### config.mk
export PLATFORM = sky130hd
export DESIGN_NAME = cnn_result_sink
export DESIGN_NICKNAME = d
export VERILOG_FILES = /design/src/rtl/cnn_result_sink.sv
export SDC_FILE = /design/constraint.sdc
export NUM_CORES = 1
export LEC_CHECK = 0
export BUFFER_PORTS_ARGS = -buffer_cell sky130_fd_sc_hd__buf_2
export CORE_ASPECT_RATIO = 1.25
export CORE_MARGIN = 3
export CORE_UTILIZATION = 57
export CTS_CLUSTER_DIAMETER = 60
export DETAILED_ROUTE_END_ITERATION = 10
export MAX_ROUTING_LAYER = met4
export PLACE_DENSITY = 0.78
export SLEW_MARGIN = 15
export SYNTH_ARGS = -nofsm -noshare
export SYNTH_HDL_FRONTEND = slang
export SYNTH_SLANG_ARGS = --single-unit
### constraint.sdc
create_clock -name clk -period 3.4 [get_ports clk]
set_clock_uncertainty 0.05 [all_clocks]
set_input_delay 0.34 -clock clk [delete_from_list [all_inputs] [get_ports clk]]
set_output_delay 0.34 -clock clk [all_outputs]
set_load 0.05 [all_outputs]
### src/rtl/cnn_result_sink.sv
// Classifier output sink: buffers one frame of class scores and
// reports the signed argmax with a one-cycle done pulse.
module cnn_result_sink #(
    parameter int DATA_WIDTH = 24,
    parameter int NUM_CLASS  = 10,
    parameter int IDX_WIDTH  = 4,
    parameter int FCNT_WIDTH = 16
) (
    input  logic                  clk,
    input  logic                  rst_n,
    input  logic                  clear,
    input  logic                  in_valid,
    input  logic [DATA_WIDTH-1:0] in_data,
    input  logic [IDX_WIDTH-1:0]  rd_addr,
    output logic [DATA_WIDTH-1:0] rd_data,
    output logic                  busy,
    output logic                  done,
    output logic [IDX_WIDTH-1:0]  class_idx,
    output logic [DATA_WIDTH-1:0] class_val,
    output logic [FCNT_WIDTH-1:0] frame_cnt
);

    localparam logic [IDX_WIDTH-1:0] LAST = IDX_WIDTH'(NUM_CLASS - 1);
    localparam logic [IDX_WIDTH:0]   NCLS = (IDX_WIDTH + 1)'(NUM_CLASS);

    logic [IDX_WIDTH-1:0]  cnt_q, cnt_d;
    logic [DATA_WIDTH-1:0] run_val_q, run_val_d;
    logic [IDX_WIDTH-1:0]  run_idx_q, run_idx_d;
    logic [IDX_WIDTH-1:0]  class_idx_q, class_idx_d;
    logic [DATA_WIDTH-1:0] class_val_q, class_val_d;
    logic [FCNT_WIDTH-1:0] frame_cnt_q, frame_cnt_d;
    logic                  done_q, done_d;
    logic [DATA_WIDTH-1:0] sbuf_q [NUM_CLASS];

    logic                  accept;
    logic                  take;
    logic [DATA_WIDTH-1:0] cand_val;
    logic [IDX_WIDTH-1:0]  cand_idx;

    assign accept = in_valid & ~clear;

    // Element 0 always seeds the running max; later ones need a strict win.
    assign take     = (cnt_q == '0) ||
                      ($signed(in_data) > $signed(run_val_q));
    assign cand_val = take ? in_data : run_val_q;
    assign cand_idx = take ? cnt_q : run_idx_q;

    always_comb begin
        cnt_d       = cnt_q;
        run_val_d   = run_val_q;
        run_idx_d   = run_idx_q;
        class_idx_d = class_idx_q;
        class_val_d = class_val_q;
        frame_cnt_d = frame_cnt_q;
        done_d      = 1'b0;
        if (clear) begin
            cnt_d = '0;
        end else if (in_valid) begin
            run_val_d = cand_val;
            run_idx_d = cand_idx;
            if (cnt_q == LAST) begin
                cnt_d       = '0;
                class_val_d = cand_val;
                class_idx_d = cand_idx;
                frame_cnt_d = frame_cnt_q + FCNT_WIDTH'(1);
                done_d      = 1'b1;
            end else begin
                cnt_d = cnt_q + IDX_WIDTH'(1);
            end
        end
    end

    always_ff @(posedge clk or negedge rst_n) begin
        if (!rst_n) begin
            cnt_q       <= '0;
            run_val_q   <= '0;
            run_idx_q   <= '0;
            class_idx_q <= '0;
            class_val_q <= '0;
            frame_cnt_q <= '0;
            done_q      <= 1'b0;
        end else begin
            cnt_q       <= cnt_d;
            run_val_q   <= run_val_d;
            run_idx_q   <= run_idx_d;
            class_idx_q <= class_idx_d;
            class_val_q <= class_val_d;
            frame_cnt_q <= frame_cnt_d;
            done_q      <= done_d;
        end
    end

    always_ff @(posedge clk or negedge rst_n) begin
        if (!rst_n) begin
            for (int i = 0; i < NUM_CLASS; i++) sbuf_q[i] <= '0;
        end else if (accept) begin
            sbuf_q[cnt_q] <= in_data;
        end
    end

    always_comb begin
        rd_data = '0;
        if ({1'b0, rd_addr} < NCLS) rd_data = sbuf_q[rd_addr];
    end

    assign busy      = (cnt_q != '0);
    assign done      = done_q;
    assign class_idx = class_idx_q;
    assign class_val = class_val_q;
    assign frame_cnt = frame_cnt_q;

endmodule

* Yosys cells after proc, flatten, opt, wreduce, memory -nomap -nowiden *
Cells that the tools add are included.
W data, S select, Z words.

storage, ports and cells
  bits in registers = 317
  output and inout port bits = 70
  logic and storage cells = 51

operators by class
  bitwise operators = 4
  reduce and logical (&&, ||, !) cells = 7
  equal/unequal tests = 1
  magnitude comparators = 5
  multiplexer cells = 15
  add/sub/neg operators = 2

operators with widths
  operator                 number
  $bwmux W240              1
  $mux W24                 5
  $bmux W24 S4             1
  $demux W24 S4            1
  $gt A24 B24 Y1           1
  $add A16 B1 Y16 const B  1
  $mux W4                  4
  $ge A5 B5 Y1 const B     2
  $not A4 Y5               2
  $lt A5 B1 Y1 const B     1
  $add A4 B1 Y4 const B    1
  $eq A4 B4 Y1 const B     1
  $logic_not A4 Y1         1
  $lt A4 B4 Y1 const B     1
  $reduce_bool A4 Y1       1
  $mux W1                  3
  $reduce_and A3 Y1        1
  $reduce_and A2 Y1        1
  $reduce_bool A2 Y1       1
  $and A1 B1 Y1            1
  $logic_and A1 B1 Y1      1
  $logic_or A1 B1 Y1       1
  $not A1 Y1               1

* Depth between registers and ports, before layout *
Gate-level depths: netlist of run 1.

  word-level depth = 6
  depth in mapped cells = 12

* Least setup slack after synthesis of run 1 *
No wires, ideal clock.

  path type = input-to-output
  from = input port rd_addr[0]
  to = output port rd_data[10]
  setup slack = 0.514 ns
  arrival time = 2.496 ns
  stages = 6
  path buffers = 3
  path through = clkbuf_1 -> clkbuf_1 -> buf_2 -> mux2_2 -> a221oi_1 -> a21oi_1

on the way
  cells in the longest elaborated chain, start to end = 5

ends and longest elaborated chain
  item                                          line  text
  start: declaration                            14    input logic [IDX_WIDTH-1:0] rd_addr,
  $not A4 Y5 (not written as such)              103   if ({1'b0, rd_addr} < NCLS) rd_data = sbuf_q[rd_addr];
  $bmux W24 S4                                  103
  $mux W24 (not written as such) (2 in series)  103
  $mux W24 *                                    103
  end: declaration                              15    output logic [DATA_WIDTH-1:0] rd_data,

Every way passes the cells marked *; elsewhere a longest branch is shown, timed or not. The select of a mux whose other input is x is not followed.

* Worst setup path in the final report of run 1 *
  from = register run_val_q[22]
  to = register class_val_q[9] (netlist: class_val[9])

on the way
  cells in the longest elaborated chain, start to end = 3

ends and longest elaborated chain
  item                      line  text
  start: declaration        27    logic [DATA_WIDTH-1:0] run_val_q, run_val_d;
  start signal: assignment  84    run_val_q <= run_val_d;
  $gt A24 B24 Y1            44    ($signed(in_data) > $signed(run_val_q));
  $logic_or A1 B1 Y1        43    assign take = (cnt_q == '0) ||
  $mux W24                  45    assign cand_val = take ? in_data : run_val_q;
  end signal: assignment    87    class_val_q <= class_val_d;
  end: declaration          30    logic [DATA_WIDTH-1:0] class_val_q, class_val_d;

No other way between the ends.
A chain may end at the register's enable or synchronous reset.

==> results.cfg, run 1 <==
[route]
wl_per_cell_um = 21.85
ant_nets = 0
vias_per_cell = 6.042
wl_um = 34610
post-route-drc-count = 0
drt_pass1_iterations = 6
vias = 9571
drtIter0Drc = 615

[synth]
ys_warn_count = 0
synth-compound-area-share_pct = 5.591
netlist_instances = 1150
yosysTopAreaCell = dfrtp_1
avgSynthCellArea_um2 = 12.75
synthTopCellsByCount = 317 x dfrtp_1, 233 x mux2_2, 130 x nand2_1, 78 x clkbuf_1, 56 x a21oi_1
synth_top_family_by_area = multiplexers
synthXorXnorAreaFrac_pct = 1.016
ys_async_sr_fraction_pct = 100.0
seq_area_frac_synth_pct = 54.11
yosys-top-cells-area = dfrtp_1 54%, mux2_2 18%, mux4_2 7.4%
post-synth-top-count-cell = dfrtp_1
synth_top_area_share_pct = 54.11
synthesis.nets = 1207
yosys-mux-area-fraction_pct = 27.06
synthDistinctLibCells = 40
synth_fa_ha_area_share_pct = 2.134
synth-main-ff-cell = dfrtp_1
synth-edff-count = 0
ys_seq_elements = 317
syn-cell-area_mm2 = 0.01466
synthSimpleGateAreaFrac_pct = 6.777

[grt]
grt_pass1_wl_um = 54840
grt.total_usage_pct = 26.21
grt_use_met2_pct = 45.85
grt.busiest_layer = met2
grt_util_met3_pct = 3.647
grt_overflow = 0
antenna_found_initial = 0
grt_pass1_vias = 10070
grt_util_met1_pct = 31.52
grt_max_degree = 86

[power]
peakVddDrop_uv = 663.9
p_leak_nw = 8.297
power_density_mw_per_mm2 = 579.1

[final_layout]
postLayoutCellArea_mm2 = 0.01670
utilization_pct = 66.02
antenna_cells = 0
drive_above_1_share_pct = 37.63
final_cells = 1584
area_delta_synth_final_pct = 13.91
finalNetCount = 1281

[timing]
max_slew_margin_pct = 40.70
worst_pin_slew_ps = 889.5
min_period_ps = 3202
max_freq_ghz = 0.3123
setup_violations = 0
slew_viol_final = 0
fin_ws_ps = 197.9
hold_violations = 0
rsz0062_at_grt = yes
hold-worst-slack_ps = 43.94
fin_crit_sh_pct = 94.18

[setup_path]
path_max_fanout = 20
path_cells = inv_1, ha_1, nand4_1, nor4_2, and4_1, o31a_1, nor3b_1, o31ai_4, buf_4, mux2i_1, a21oi_1
start_kind = flop
crit_required_ps = 3700
worst_ep_arrival_time_ps = 3500
critPathCaptureType = flop
cpPeakStageDelay_ps = 380
critPathKind = flop to flop
cp_slowest_cell = dfrtp_1

[place]
gp_congestion = 0.8024
dp_cells = 1522
hpwl_um = 20690
numPortBuffers = 101
place_ws_ps = 89.76
place_area_mm2 = 0.01553

[cts]
cts_buffer_depth = 3
insertion_delay_ps = 510
clock-root-buffer = clkbuf_16
cts_max_level = 2
clock-sinks = 317
cts.clk_slew.worst_paths_ps = 60
cts_tree = done
cts-buffers-inserted = 34
postCtsSetupRepairBufs = 0

[die]
die_x_um = 149.4
fp.dieArea_mm2 = 0.02769
die_h_um = 185.3
io_pins = 102
start_util_pct = 57.96
rows = 65
core_area_mm2 = 0.02529

[hold_path]
hold_class = input port to flop

[outcome]
status = finished, final reports clean

[flow_run]
drv_cap = 0
-- layout by cell type, fill, tap and decap left out, types with 7 or more instances in the layout --
cell       instances
nand2_1          130
buf_4             24
nand3_1           34
inv_1             26
o21ai_1           20
dfrtp_1          317
a21oi_1           56
nor2_1            35
o21ai_0           17
buf_12             7
clkbuf_16         37
clkbuf_1           9
a221oi_1          25
xnor2_1           13
mux4_2            48
ha_1              25
mux2_2           233
mux2i_1           25
buf_2             99
-- critical path: cells and delay by family (launching register included) --
family | cells | cell delay (ps)
buffers and inverters | 2 | 450
adders and majority gates | 1 | 330
and+or+nand+nor | 4 | 920
AOI/OAI and AO/OA | 3 | 620
muxes | 1 | 280
DFF | 1 | 380
-- power breakdown --
group | leakage [nW] | internal, mW | total, mW | switching, mW
registers | 4.24 | 4.20 | 4.43 | 0.230
clock network | 0.569 | 2.30 | 3.79 | 1.48
logic | 3.49 | 0.694 | 1.46 | 0.763
-- metrics by stage --
stage	TNS (ps)	total power, mW
after floorplan	0	5.495
after global placement	0	5.853
after detailed placement	0	5.917
after CTS	0	9.728
after global routing	-13.13	10.05
final	0	9.671
-- final timing paths --
kind / startpoint / end / slack (ps) / cells past startpoint
worst max-delay path: run_val_q[22]$_DFFE_PN0P_ / class_val[9]$_DFFE_PN0P_ / 200 / 11
worst min-delay path: clear / cnt_q[3]$_DFFE_PN0P_ / 40 / 2
worst max register to register: run_val_q[22]$_DFFE_PN0P_ / class_val[9]$_DFFE_PN0P_ / 200 / 11
worst min register to register: sbuf_q[11]$_DFFE_PN0P_ / sbuf_q[11]$_DFFE_PN0P_ / 420 / 2
max in group asynchronous: rst_n / sbuf_q[185]$_DFFE_PN0P_ / 2130 / 3
min in group asynchronous: rst_n / sbuf_q[80]$_DFFE_PN0P_ / 320 / 2
-- layer usage --
layer / vias to the layer above / wire length (µm)
li1: 4268 / -
met1: 4964 / 13920
met2: 264 / 18240
met3: 75 / 1539
met4: 0 / 905
met5: - / 0
-- final cells by class --
| class | count | area [µm²] |
|---|---|---|
| Timing Repair Buffer | 132 | 840.8 |
| Sequential cell | 317 | 7933 |
| Inverter | 27 | 101.3 |
| Clock buffer | 50 | 1015 |
| Multi-Input combinational cell | 712 | 6252 |
| Clock inverter | 11 | 137.6 |
| Tap cell | 335 | 419.2 |
| Fill cell | 1815 | 8594 |
-- sequential cells by signal (all words and copies together), names as in the netlist --
register / count
run_idx_q: 4
class_val: 24
run_val_q: 24
frame_cnt: 16
cnt_q: 4
class_idx: 4
sbuf_q: 240
done: 1
-- cell families (layout without fill, tap and decap cells) --
kind of cell,Yosys count,in the layout
AOI/OAI and AO/OA,132,132
DFF,317,317
buffers and inverters,121,220
xor gates and xnor gates,17,17
and+or+nand+nor,231,231
muxes,307,307
adders and majority gates,25,25
-- timing repair --
| item | CTS | global route |
|---|---|---|
| gates resized for setup | 0 | 1 |
| hold endpoints to repair | 66 | 0 |
| hold buffers | 1 | 0 |
| endpoints found under the setup margin | 0 | 22 |
No activity file was read; power rests on OpenSTA's default activity.
==> run 2, diff against run 1 <==
- CTS_BUF_LIST: default -> sky130_fd_sc_hd__clkbuf_8
==> results.cfg, run 2 (synthesized netlist as in run 1, its figures left out) <==
[outcome]
status = finished, final reports clean

[setup_path]
crit_required_ps = 3760
critPathKind = flop to flop
start_kind = flop
path_max_fanout = 20
critPathCaptureType = flop
setup.worst_path.start = run_val_q[22]$_DFFE_PN0P_
r2r-start = run_val_q[22]$_DFFE_PN0P_
worst_ep_arrival_time_ps = 3510

[die]
die_h_um = 185.3
rows = 65
start_util_pct = 57.96
fp.dieArea_mm2 = 0.02769
die_x_um = 149.4
io_pins = 102
core_area_mm2 = 0.02529

[cts]
cts_buffer_depth = 3
clock-sinks = 317
clock-root-buffer = clkbuf_8
cts_tree = done
cts_max_level = 2
insertion_delay_ps = 560
postCtsSetupRepairBufs = 0
cts-buffers-inserted = 52
cts.clk_slew.worst_paths_ps = 60

[place]
numPortBuffers = 101
dp_cells = 1522
place_ws_ps = 89.76
gp_congestion = 0.8024
hpwl_um = 20690

[timing]
worst_pin_slew_ps = 887.4
fin_crit_sh_pct = 92.65
max_freq_ghz = 0.3174
tns_ps = 0
rsz0062_at_grt = no
hold-worst-slack_ps = 35.06
max_slew_margin_pct = 40.84
hold_violations = 0
setup_violations = 0
min_period_ps = 3150
slew_viol_final = 0
fin_ws_ps = 249.8

[route]
drt_pass1_iterations = 5
vias = 9583
vias_per_cell = 5.937
wl_um = 34110
drtIter0Drc = 602
post-route-drc-count = 0
ant_nets = 0
wl_per_cell_um = 21.13

[final_layout]
largest_register = sbuf_q
mostFrequentLayoutCells = 317 x dfrtp_1, 233 x mux2_2, 130 x nand2_1
final_common_cell = dfrtp_1
finalNetCount = 1300
antenna_cells = 0
final_cells = 1614
largest_reg_flops = 240
drive_above_1_share_pct = 38.23
utilization_pct = 65.51
area_delta_synth_final_pct = 13.03

[power]
p_leak_nw = 8.330
peakVddDrop_uv = 389.5
power_density_mw_per_mm2 = 547.7

[flow_run]
drv_cap = 0

[grt]
grt_max_degree = 86
grt_pass1_wl_um = 54180
grt_pass1_vias = 10137
grt.total_usage_pct = 25.75
antenna_found_initial = 0
grt_overflow = 0

[hold_path]
hp-start = in_data[0]
hold_class = input port to flop
[run 2: cell count changes in the layout (fill, tap and decap cells not counted)]
cell           previous run  this run
clkbuf_8                  4        67
clkbuf_1                  9         0
inv_1                    26        45
clkinv_4                  2         0
bufinv_16                 3         0
clkinv_2                  6         4
clkbuf_16                37         0
dlygate4sd3_1             1         2
[run 2: stage by stage]
stage | power [mW] | instance area [µm²]
final | 9.075 | 16570
after global routing | 9.480 | 16570
after CTS | 9.142 | 16560
after detailed placement | 5.917 | 15530
after global placement | 5.853 | 15530
after floorplan | 5.495 | 14660
[run 2: cell type report]
| type | instances | area (µm²) |
|---|---|---|
| Timing Repair Buffer | 133 | 850.8 |
| Clock inverter | 23 | 91.34 |
| Sequential cell | 317 | 7933 |
| Fill cell | 1861 | 8723 |
| Inverter | 27 | 101.3 |
| Clock buffer | 67 | 922.1 |
| Multi-Input combinational cell | 712 | 6252 |
| Tap cell | 335 | 419.2 |
[run 2: critical path, stage by stage, from the launching register on]
cell and delay, ps:
dfrtp_1 380, inv_1 70, ha_1 310, nand4_1 190, nor4_2 380, and4_1 260
o31a_1 170, nor3b_1 90, o31ai_4 350, buf_4 360, mux2i_1 270, a21oi_1 90
[run 2: metal layers]
layer  vias to the layer above  share of wire, %  global-route usage, %
met3                        76               4.5                  3.279
met1                      4945                40                  31.18
met4                         0               2.6                  8.681
met5                         -                 0                      -
li1                       4300                 -                      -
met2                       262                52                  44.96
[run 2: power by group]
group / total, mW / switching (mW) / internal [mW]
sequential: 4.42 / 0.223 / 4.20
clock: 3.21 / 1.46 / 1.75
combinational: 1.44 / 0.751 / 0.693
[run 2: worst paths after layout]
check | end | slack, ps | cells after the start
setup / recovery | class_val[9]$_DFFE_PN0P_ | 250 | 11
hold / removal | run_val_q[0]$_DFFE_PN0P_ | 40 | 2
max in group asynchronous | sbuf_q[234]$_DFFE_PN0P_ | 2170 | 3
min in group asynchronous | sbuf_q[80]$_DFFE_PN0P_ | 270 | 2
hold reg to reg | sbuf_q[11]$_DFFE_PN0P_ | 420 | 2
setup reg to reg | class_val[9]$_DFFE_PN0P_ | 250 | 11
[run 2: what timing repair did]
| item | 4_1_cts | 5_1_grt |
|---|---|---|
| setup endpoints to repair | 0 | 7 |
| endpoints found under the hold margin | 70 | 0 |
| hold buffers | 2 | 0 |
| resized for setup | 0 | 1 |
==> run 3, diff against run 2 <==
- CORE_MARGIN: 3 -> default
- clock period: 3.4 -> 2.95 ns (I/O delays scaled with it)
==> results.cfg, run 3 (synthesized netlist as in run 1, its figures left out) <==
[final_layout]
final_cells = 1659
fillerInstances = 1752
finalNetCount = 1349
utilization_pct = 68.01
drive_above_1_share_pct = 41.77
largest_reg_flops = 240
final_common_cell = dfrtp_1
largest_register = sbuf_q
area_delta_synth_final_pct = 16.96
antenna_cells = 0
mostFrequentLayoutCells = 317 x dfrtp_1, 233 x mux2_2, 129 x nand2_1

[place]
numPortBuffers = 101
hpwl_um = 21830
place_ws_ps = -288.5
gp_congestion = 0.8339
dp_cells = 1560

[die]
die_x_um = 145.4
io_pins = 102
core_area_mm2 = 0.02521
start_util_pct = 58.14
fp.dieArea_mm2 = 0.02637
die_h_um = 181.3
rows = 65

[outcome]
status = finished, final reports clean

[route]
vias = 9880
drt_pass1_iterations = 4
vias_per_cell = 5.955
drtIter0Drc = 664
wl_per_cell_um = 21.42
wl_um = 35540
ant_nets = 0
post-route-drc-count = 0

[setup_path]
path_max_fanout = 7
critPathKind = flop to flop
reg2reg_slack_ps = 30
rr_endpoint = class_val[2]$_DFFE_PN0P_
crit_required_ps = 3310
start_kind = flop
reg2reg_depth = 12
r2r-start = run_val_q[22]$_DFFE_PN0P_
critPathCaptureType = flop
worst_ep_arrival_time_ps = 3280

[cts]
cts.clk_slew.worst_paths_ps = 60
clock-root-buffer = clkbuf_8
cts_buffer_depth = 3
cts-buffers-inserted = 51
cts_max_level = 2
insertion_delay_ps = 560
cts_tree = done
clock-sinks = 317

[timing]
worst_pin_slew_ps = 898.8
hold_violations = 0
setup_violations = 0
max_slew_margin_pct = 40.08
fin_crit_sh_pct = 98.96
fin_ws_ps = 30.68
min_period_ps = 2919
rsz0062_at_grt = yes
slew_viol_final = 0
tns_ps = 0
max_freq_ghz = 0.3425

[hold_path]
min_to = sbuf_q[4]$_DFFE_PN0P_
whs_path_depth = 3
hp-start = in_data[4]
hold_class = input port to flop

[grt]
antenna_found_initial = 0
grt_max_degree = 99
grt.total_usage_pct = 27.77
grt_pass1_wl_um = 55110
grt_overflow = 0
grt_pass1_vias = 10394

[power]
power_density_mw_per_mm2 = 621.7
p_seq_share_pct = 47.8
swShare_pct = 27.36
power_frac_comb_pct = 18.9
total_power_mw = 10.66
internal_power_mw = 7.743
p_leak_nw = 8.613
clock_power_share_pct = 33.3
peakVddDrop_uv = 450.1
switchingPower_mw = 2.916

[flow_run]
drv_cap = 0
[run 3: changes by cell type in the layout (fill, tap and decap cells not counted), moves of 4 or more]
cell      change
ha_1          -6
inv_2         +6
ha_4          +6
buf_12        +4
clkbuf_8      -8
inv_1         -4
buf_4        +39
[run 3: metrics by stage]
| stage | cell area, µm² | hold slack, ps |
|---|---|---|
| floorplan | 14660 | -50.59 |
| global placement | 15850 | 328.7 |
| detailed placement | 15850 | 331.8 |
| CTS | 16930 | 4.310 |
| finish | 17150 | 18.17 |
| global route | 17150 | 51.53 |
[run 3: metal layers]
layer / share of wire, % / up-vias / track usage [%]
li1: - / 4392 / -
met1: 40 / 5122 / 33.56
met2: 53 / 278 / 47.87
met3: 4.1 / 88 / 3.535
met4: 3.0 / 0 / 10.15
met5: 0 / - / -
[run 3: how the worst max path moves through the flow]
stage	cells past startpoint	end	startpoint	slack (ps)
after global routing	12	class_val[18]$_DFFE_PN0P_	run_val_q[22]$_DFFE_PN0P_	-190
final	12	class_val[2]$_DFFE_PN0P_	run_val_q[22]$_DFFE_PN0P_	30
after global placement	12	class_val[19]$_DFFE_PN0P_	in_data[23]	-100
after floorplan	6	rd_data[10]	rd_addr[0]	150
after CTS	13	class_val[10]$_DFFE_PN0P_	run_val_q[16]$_DFFE_PN0P_	1
after detailed placement	12	class_val[19]$_DFFE_PN0P_	in_data[22]	-290
[run 3: what timing repair did]
action,CTS,global route
setup endpoints to repair,52,52
cloned,1,3
hold endpoints to repair,97,0
pin swaps,7,11
resized for setup,11,22
buffers inserted,1,7
hold buffers,3,0
[run 3: layout make-up]
| type | instances | area [µm²] | area share, % |
|---|---|---|---|
| clock inverter | 26 | 131.4 | 0.7663 |
| sequential | 317 | 7933 | 46.27 |
| inverter | 27 | 101.3 | 0.5911 |
| clock buffer | 59 | 812.0 | 4.736 |
| multi-input combinational | 712 | 6385 | 37.24 |
| timing repair buffer | 183 | 1364 | 7.954 |
| tap | 335 | 419.2 | 2.445 |
[run 3: worst max-delay path, stage by stage (launching register included)]
cell,delay (ps)
dfrtp_1,370
inv_2,70
ha_4,280
nand4_1,170
nor4_4,360
and4_1,250
o31a_1,190
nor3b_2,80
o31ai_4,290
buf_6,190
buf_4,120
mux2i_1,240
a21oi_1,100
[run 3: power by group through the flow]
stage | Combinational, mW | Sequential [mW] | Clock [mW]
after CTS | 1.87 | 5.08 | 3.60
final | 2.01 | 5.10 | 3.55
after detailed placement | 1.79 | 5.16 | 0
after floorplan | 1.27 | 5.07 | 0
after global placement | 1.74 | 5.12 | 0
after global routing | 2.15 | 5.15 | 3.79
